`config.mk`:
```
export PLATFORM = sky130hd
export DESIGN_NAME = req_walker_flat
export DESIGN_NICKNAME = d
export VERILOG_FILES = /design/src/rtl/req_walker_pkg.sv /design/src/rtl/req_walker_if.sv /design/src/rtl/req_walker.sv /design/src/flat_wrapper.sv
export SDC_FILE = /design/constraint.sdc
export NUM_CORES = 1
export LEC_CHECK = 0
export ABC_CLOCK_PERIOD_IN_PS = 1850
export CAP_MARGIN = 20
export CORE_AREA = 4 4 60 51
export CTS_BUF_LIST = sky130_fd_sc_hd__clkbuf_16
export CTS_CLUSTER_DIAMETER = 120
export DETAILED_ROUTE_END_ITERATION = 7
export DIE_AREA = 0 0 64 55
export PLACE_DENSITY = 0.82
export SLEW_MARGIN = 20
export SYNTH_ARGS = -nofsm -noshare
export SYNTH_HDL_FRONTEND = slang
export SYNTH_SLANG_ARGS = --single-unit
```
`constraint.sdc`:
```
create_clock -name i_clk -period 1.85 [get_ports i_clk]
set_clock_uncertainty 0.15 [all_clocks]
set_input_delay 0.37 -clock i_clk [delete_from_list [all_inputs] [get_ports i_clk]]
set_output_delay 0.37 -clock i_clk [all_outputs]
set_load 0.005 [all_outputs]
```
`src/rtl/req_walker_pkg.sv`:
```
// Shared constants for the LED walker peripheral: bus width, default LED count
// and the derivation of the walker state-register width.
package req_walker_pkg;

    localparam int DATA_W        = 32;
    localparam int ADDR_W        = 1;
    localparam int NLEDS_DEFAULT = 6;

    // Smallest width whose range covers idle plus all 2*nleds-1 walk steps.
    function automatic int state_width(input int nleds);
        return $clog2(2 * nleds);
    endfunction

endpackage

```
`src/rtl/req_walker_if.sv`:
```
// Pipelined Wishbone-classic slave port of the walker.
// Signal names are given from the slave's point of view.
interface req_walker_if;
    import req_walker_pkg::*;

    logic              i_cyc;
    logic              i_stb;
    logic              i_we;
    logic [ADDR_W-1:0] i_addr;
    logic [DATA_W-1:0] i_data;
    logic              o_stall;
    logic              o_ack;
    logic [DATA_W-1:0] o_data;

    modport slave (
        input  i_cyc, i_stb, i_we, i_addr, i_data,
        output o_stall, o_ack, o_data
    );

    modport master (
        output i_cyc, i_stb, i_we, i_addr, i_data,
        input  o_stall, o_ack, o_data
    );

endinterface

```
`src/rtl/req_walker.sv`:
```
// Wishbone slave that, on any write, walks a single lit LED left across the
// bank and back, then idles. Reads return the current walk position.
module req_walker
    import req_walker_pkg::*;
#(
    parameter int NLEDS = NLEDS_DEFAULT,
    parameter int SW    = state_width(NLEDS)
) (
    input  logic             i_clk,
    input  logic             i_reset,
    req_walker_if.slave      bus,
    output logic [NLEDS-1:0] o_led
);

    localparam logic [SW-1:0] LAST_STEP = SW'(2 * NLEDS - 1);

    logic [SW-1:0] state_q, state_d;
    logic          ack_q, ack_d;
    logic          req;
    logic          busy;
    logic          accept_write;

    // Step k lights bit k-1 on the way out and bit 2*NLEDS-1-k on the way back;
    // the two coincide at the turnaround, so each step matches exactly one bit.
    function automatic logic [NLEDS-1:0] led_decode(input logic [SW-1:0] st);
        logic [NLEDS-1:0] led;
        for (int i = 0; i < NLEDS; i++) begin
            led[i] = (st == SW'(i + 1)) || (st == SW'(2 * NLEDS - 1 - i));
        end
        return led;
    endfunction

    assign req          = bus.i_cyc && bus.i_stb;
    assign busy         = (state_q != '0);
    assign bus.o_stall  = busy && bus.i_we;
    assign accept_write = req && bus.i_we && !bus.o_stall;

    // NOTE: every output of a combinational block gets a default first, so no
    // path can leave it unassigned and infer a latch.
    always_comb begin
        state_d = state_q;
        ack_d   = 1'b0;
        if (accept_write) begin
            state_d = SW'(1);
        end else if (state_q >= LAST_STEP) begin
            state_d = '0;
        end else if (busy) begin
            state_d = state_q + SW'(1);
        end
        if (bus.i_cyc) begin
            ack_d = bus.i_stb && !bus.o_stall;
        end
    end

    // NOTE: registers use non-blocking assignments so every flop samples the
    // pre-edge values regardless of statement order.
    always_ff @(posedge i_clk) begin
        if (i_reset) begin
            state_q <= '0;
            ack_q   <= 1'b0;
        end else begin
            state_q <= state_d;
            ack_q   <= ack_d;
        end
    end

    assign bus.o_ack  = ack_q;
    assign bus.o_data = DATA_W'(state_q);
    assign o_led      = led_decode(state_q);

    // Address and write data carry no information: one register, any write starts.
    logic unused_bus_bits;
    assign unused_bus_bits = ^{bus.i_addr, bus.i_data};

    a_ack_has_request: assert property (@(posedge i_clk) disable iff (i_reset)
        bus.o_ack |-> $past(req && !bus.o_stall));

    a_stall_only_write_busy: assert property (@(posedge i_clk)
        bus.o_stall |-> (bus.i_we && busy));

    a_led_onehot: assert property (@(posedge i_clk)
        $onehot0(o_led) && (busy == (o_led != '0)));

endmodule

```
`src/flat_wrapper.sv`:
```
// flat-port wrapper written by rule: the top's interface ports become plain ports
module req_walker_flat import req_walker_pkg::*;
#(
    parameter int NLEDS = NLEDS_DEFAULT,
    parameter int SW    = state_width(NLEDS)
)
  (i_clk, i_reset, o_led, bus_i_cyc, bus_i_stb, bus_i_we, bus_i_addr, bus_i_data, bus_o_stall, bus_o_ack, bus_o_data);
  req_walker_if bus_i ();
  input  logic i_clk;
  input  logic i_reset;
  output logic [NLEDS-1:0] o_led;
  input wire logic [$bits(bus_i.i_cyc)-1:0] bus_i_cyc;
  input wire logic [$bits(bus_i.i_stb)-1:0] bus_i_stb;
  input wire logic [$bits(bus_i.i_we)-1:0] bus_i_we;
  input wire logic [$bits(bus_i.i_addr)-1:0] bus_i_addr;
  input wire logic [$bits(bus_i.i_data)-1:0] bus_i_data;
  output wire logic [$bits(bus_i.o_stall)-1:0] bus_o_stall;
  output wire logic [$bits(bus_i.o_ack)-1:0] bus_o_ack;
  output wire logic [$bits(bus_i.o_data)-1:0] bus_o_data;
  assign bus_i.i_cyc = bus_i_cyc;
  assign bus_i.i_stb = bus_i_stb;
  assign bus_i.i_we = bus_i_we;
  assign bus_i.i_addr = bus_i_addr;
  assign bus_i.i_data = bus_i_data;
  assign bus_o_stall = bus_i.o_stall;
  assign bus_o_ack = bus_i.o_ack;
  assign bus_o_data = bus_i.o_data;
  req_walker #(.NLEDS(NLEDS), .SW(SW)) u_core (.i_clk(i_clk), .i_reset(i_reset), .bus(bus_i), .o_led(o_led));
endmodule
```
==> summary.md <==
| Metric | Value |
|---|---|
| Largest family of logic cells by synthesized area | `buffers and inverters` |
| Pleak | `0.429 nW` |
| RSZ-0062 raised after global routing | `false` |
| Setup Buffers After CTS | `0` |
| Final period utilization | `95.8%` |
| P_int | `0.627 mW` |
| Fin cells | `139` |
| Synth area leaders | `buf_4 (35%), dfxtp_1 (17%), ha_1 (8.4%)` |
| Minimum hold slack | `0.464 ns` |
| Required time of the critical path | `1.33 ns` |
| Skew-Pair Late Insertion Delay | `0.22 ns` |
| Switch Pwr | `0.265 mW` |
| Cell taking the most area after synthesis | `buf_4` |
| Setup TNS | `0 ns` |
| Ys Warns | `0` |
| Antenna Cells | `0` |
| Global Route Usage Sum | `7.88%` |
| Cts bufs inserted | `3` |
| Final WL | `1.38 mm` |
| Final #Nets | `146` |
| Synth Cell Area | `597 um2` |
| Synth unique cells | `26` |
| Setup Viol. Count Final | `0` |
| Fmax | `564 MHz` |
| Routed Antenna Nets | `0` |
| Compound-gate portion of the synthesized area | `6.08%` |
| Final Hold Vio Count | `0` |
| Area after DPL | `773 um2` |
| Switching Fraction | `29.7%` |
| Buffers added on ports | `16` |
| CTS clock-pin slew for the worst setup and hold paths | `0.03 ns` |
| Post-route cell area | `837 um2` |
| Sequential Power Share | `16.1%` |
| Slew Viols, Final | `0` |
| Sequential fraction of the synthesis area | `16.8%` |
| Hold Crit Depth | `2` |
| Longest Clk Path Bufs | `2` |
| Reg2Reg Depth | `6` |
| Final Util | `34.6%` |
| DR DRC count | `0` |
| Simple-gate share of the synthesized area | `20.3%` |
| Max H-tree Level | `1` |
| Row Count | `16` |
| Initial DRC count | `5` |
| Dpl cells | `135` |
| Synth Area in Adders | `8.39%` |
| XOR/XNOR Fraction of Synth Area | `2.94%` |
| CP endpoint kind | `primary output` |
| Core Footprint | `2420 um2` |
| Crit path DAT | `1.25 ns` |
| Drt pass-1 iters | `4` |
| Hold Path Class | `reg2reg` |
| Synthesis-stage register bit count | `5` |
| RePlAce Congestion | `0.724` |
| Clock power frac | `38.6%` |
| Share of cells above drive strength 1 | `29.1%` |
| Setup ws final | `0.0779 ns` |
| Setup CP Type | `reg2out` |
| Clock root buffer | `clkbuf_16` |
| Outcome | `completed` |
| Mapped Cells | `74` |
| Overflow after GRT | `0` |
| Synth-to-Final Area Change | `40.3%` |
| Vias in the first global route | `492` |
| Cell Pwr Density | `1070 nW/um2` |
| Wire per inst | `9.91 um` |
| Post-detail-place hpwl | `1.18 mm` |
| Comb pwr share | `45.3%` |
| Pwr Total | `0.892 mW` |
| Dpl ws | `-0.199 ns` |
| Starting Density | `24.6%` |
| Worst IR Drop VDD | `0.416 mV` |
| Hold_buf cts | `0` |
| Critical path's slowest cell | `dfxtp_2` |
| Max cap viols | `0` |
| Vias post-DR | `492` |
| CTS tree | `done` |
| First-pass GRT wire length | `2.08 mm` |
| CTS Sinks | `5` |
| Io pins | `78` |
| CP Max Fanout | `3` |
| Pin count of the biggest net entering global routing | `15` |
| Syn avg cell area | `8.07 um2` |
| Tmin final | `1.77 ns` |
| Die area | `3520 um2` |
| Initial antenna violation count | `0` |
| Slowest cell delay on critical path | `0.33 ns` |
| Die span in y | `55 um` |
| Crit path launch type | `register` |
| Crit-path cells | `inv_1 -> ha_2 -> nor3b_2 -> nor2b_1 -> buf_2` |
| Post-DR vias/cell | `3.54` |
| Multiplexer area fraction after synthesis | `6.71%` |
| Synth top area share | `35.2%` |
| DIE WIDTH | `64 um` |
==> routing by layer <==
layer	vias up	wire length, um	GRT usage [%]
li1	242	-	-
met1	221	476	7.52
met2	25	764	14.8
met3	4	102	2.22
met4	0	34	6.45
met5	-	0	0
==> area by class of cell <==
class / instances / area (um2)
Clock inverter: 1 / 3.75
Timing Repair Buffer: 28 / 220
Clock buffer: 3 / 75.1
Tap cell: 36 / 45.0
Inverter: 2 / 7.51
Fill cell: 262 / 1590
Multi-Input combinational cell: 64 / 378
Sequential cell: 5 / 108
==> cells in the final DEF, fill, tap and decap left out, types with 2 or more instances in the layout <==
| cell | count |
|---|---|
| mux2i_1 | 4 |
| nor2_1 | 7 |
| dfxtp_2 | 3 |
| ha_2 | 3 |
| inv_1 | 2 |
| nor3_1 | 2 |
| clkdlybuf4s50_1 | 9 |
| nor2b_1 | 2 |
| conb_1 | 28 |
| clkbuf_2 | 3 |
| buf_2 | 3 |
| clkbuf_16 | 3 |
| buf_4 | 12 |
| xor2_1 | 2 |
==> cells in the mapped netlist <==
cell and n:
buf_4 28, nor2_1 7, dfxtp_1 5, ha_1 4, mux2i_1 4, buf_2 2, inv_1 2, nor2b_1 2
nor3_1 2, xor2_1 2, a211o_1 1, a21o_1 1, a21oi_1 1, a22oi_1 1, and2_1 1, and3_1 1
and3b_1 1, conb_1 1, nand2_1 1, nand2b_1 1, nand3_1 1, nand3b_1 1, nor3b_1 1, nor3b_2 1
o21a_1 1, or3b_1 1
==> worst max-delay path: cells and delay by family, from the launching register on <==
kind / cells / cell delay, ns
flip-flops: 1 / 0.33
AND/OR/NAND/NOR: 2 / 0.32
buffers and inverters: 2 / 0.20
adder cells (fa/ha/maj): 1 / 0.18
==> registers in the layout, summed over array words and instances (netlist names) <==
signal	cells
u_core.bus.o_ack	1
u_core.state_q	4
==> worst paths after layout <==
kind | from | end | slack (ns)
worst min-delay path | u_core.state_q[2]$_SDFFE_PP0P_ | u_core.state_q[2]$_SDFFE_PP0P_ | 0.46
worst max-delay path | u_core.state_q[1]$_SDFFE_PP0P_ | bus_o_stall | 0.08
worst max register to register | u_core.state_q[0]$_SDFFE_PP0P_ | u_core.state_q[0]$_SDFFE_PP0P_ | 0.19
worst min register to register | u_core.state_q[2]$_SDFFE_PP0P_ | u_core.state_q[2]$_SDFFE_PP0P_ | 0.46
==> power by group through the flow <==
| stage | Clock [mW] | Combinational [mW] | Sequential [mW] |
|---|---|---|---|
| finish | 0.344 | 0.405 | 0.144 |
| global route | 0.366 | 0.456 | 0.146 |
| CTS | 0.352 | 0.412 | 0.142 |
| detailed placement | 0 | 0.418 | 0.140 |
| global placement | 0 | 0.395 | 0.139 |
| floorplan | 0 | 0.214 | 0.153 |
==> kinds of logic (layout without fill, tap and decap cells) <==
kind of cell    after synthesis  in the layout
compound gates                5              5
xor+xnor                      2              2
fa+ha+maj                     4              4
buf+inv                      32             34
flops                         5              5
mux                           4              4
other cells                   1             28
simple gates                 21             21
==> repair_timing <==
item                       4_1_cts  5_1_grt
pin swaps                        0        0
setup endpoints to repair        9        4
gates resized for setup         28        4
Note: power is estimated with default switching activity, not from simulation.
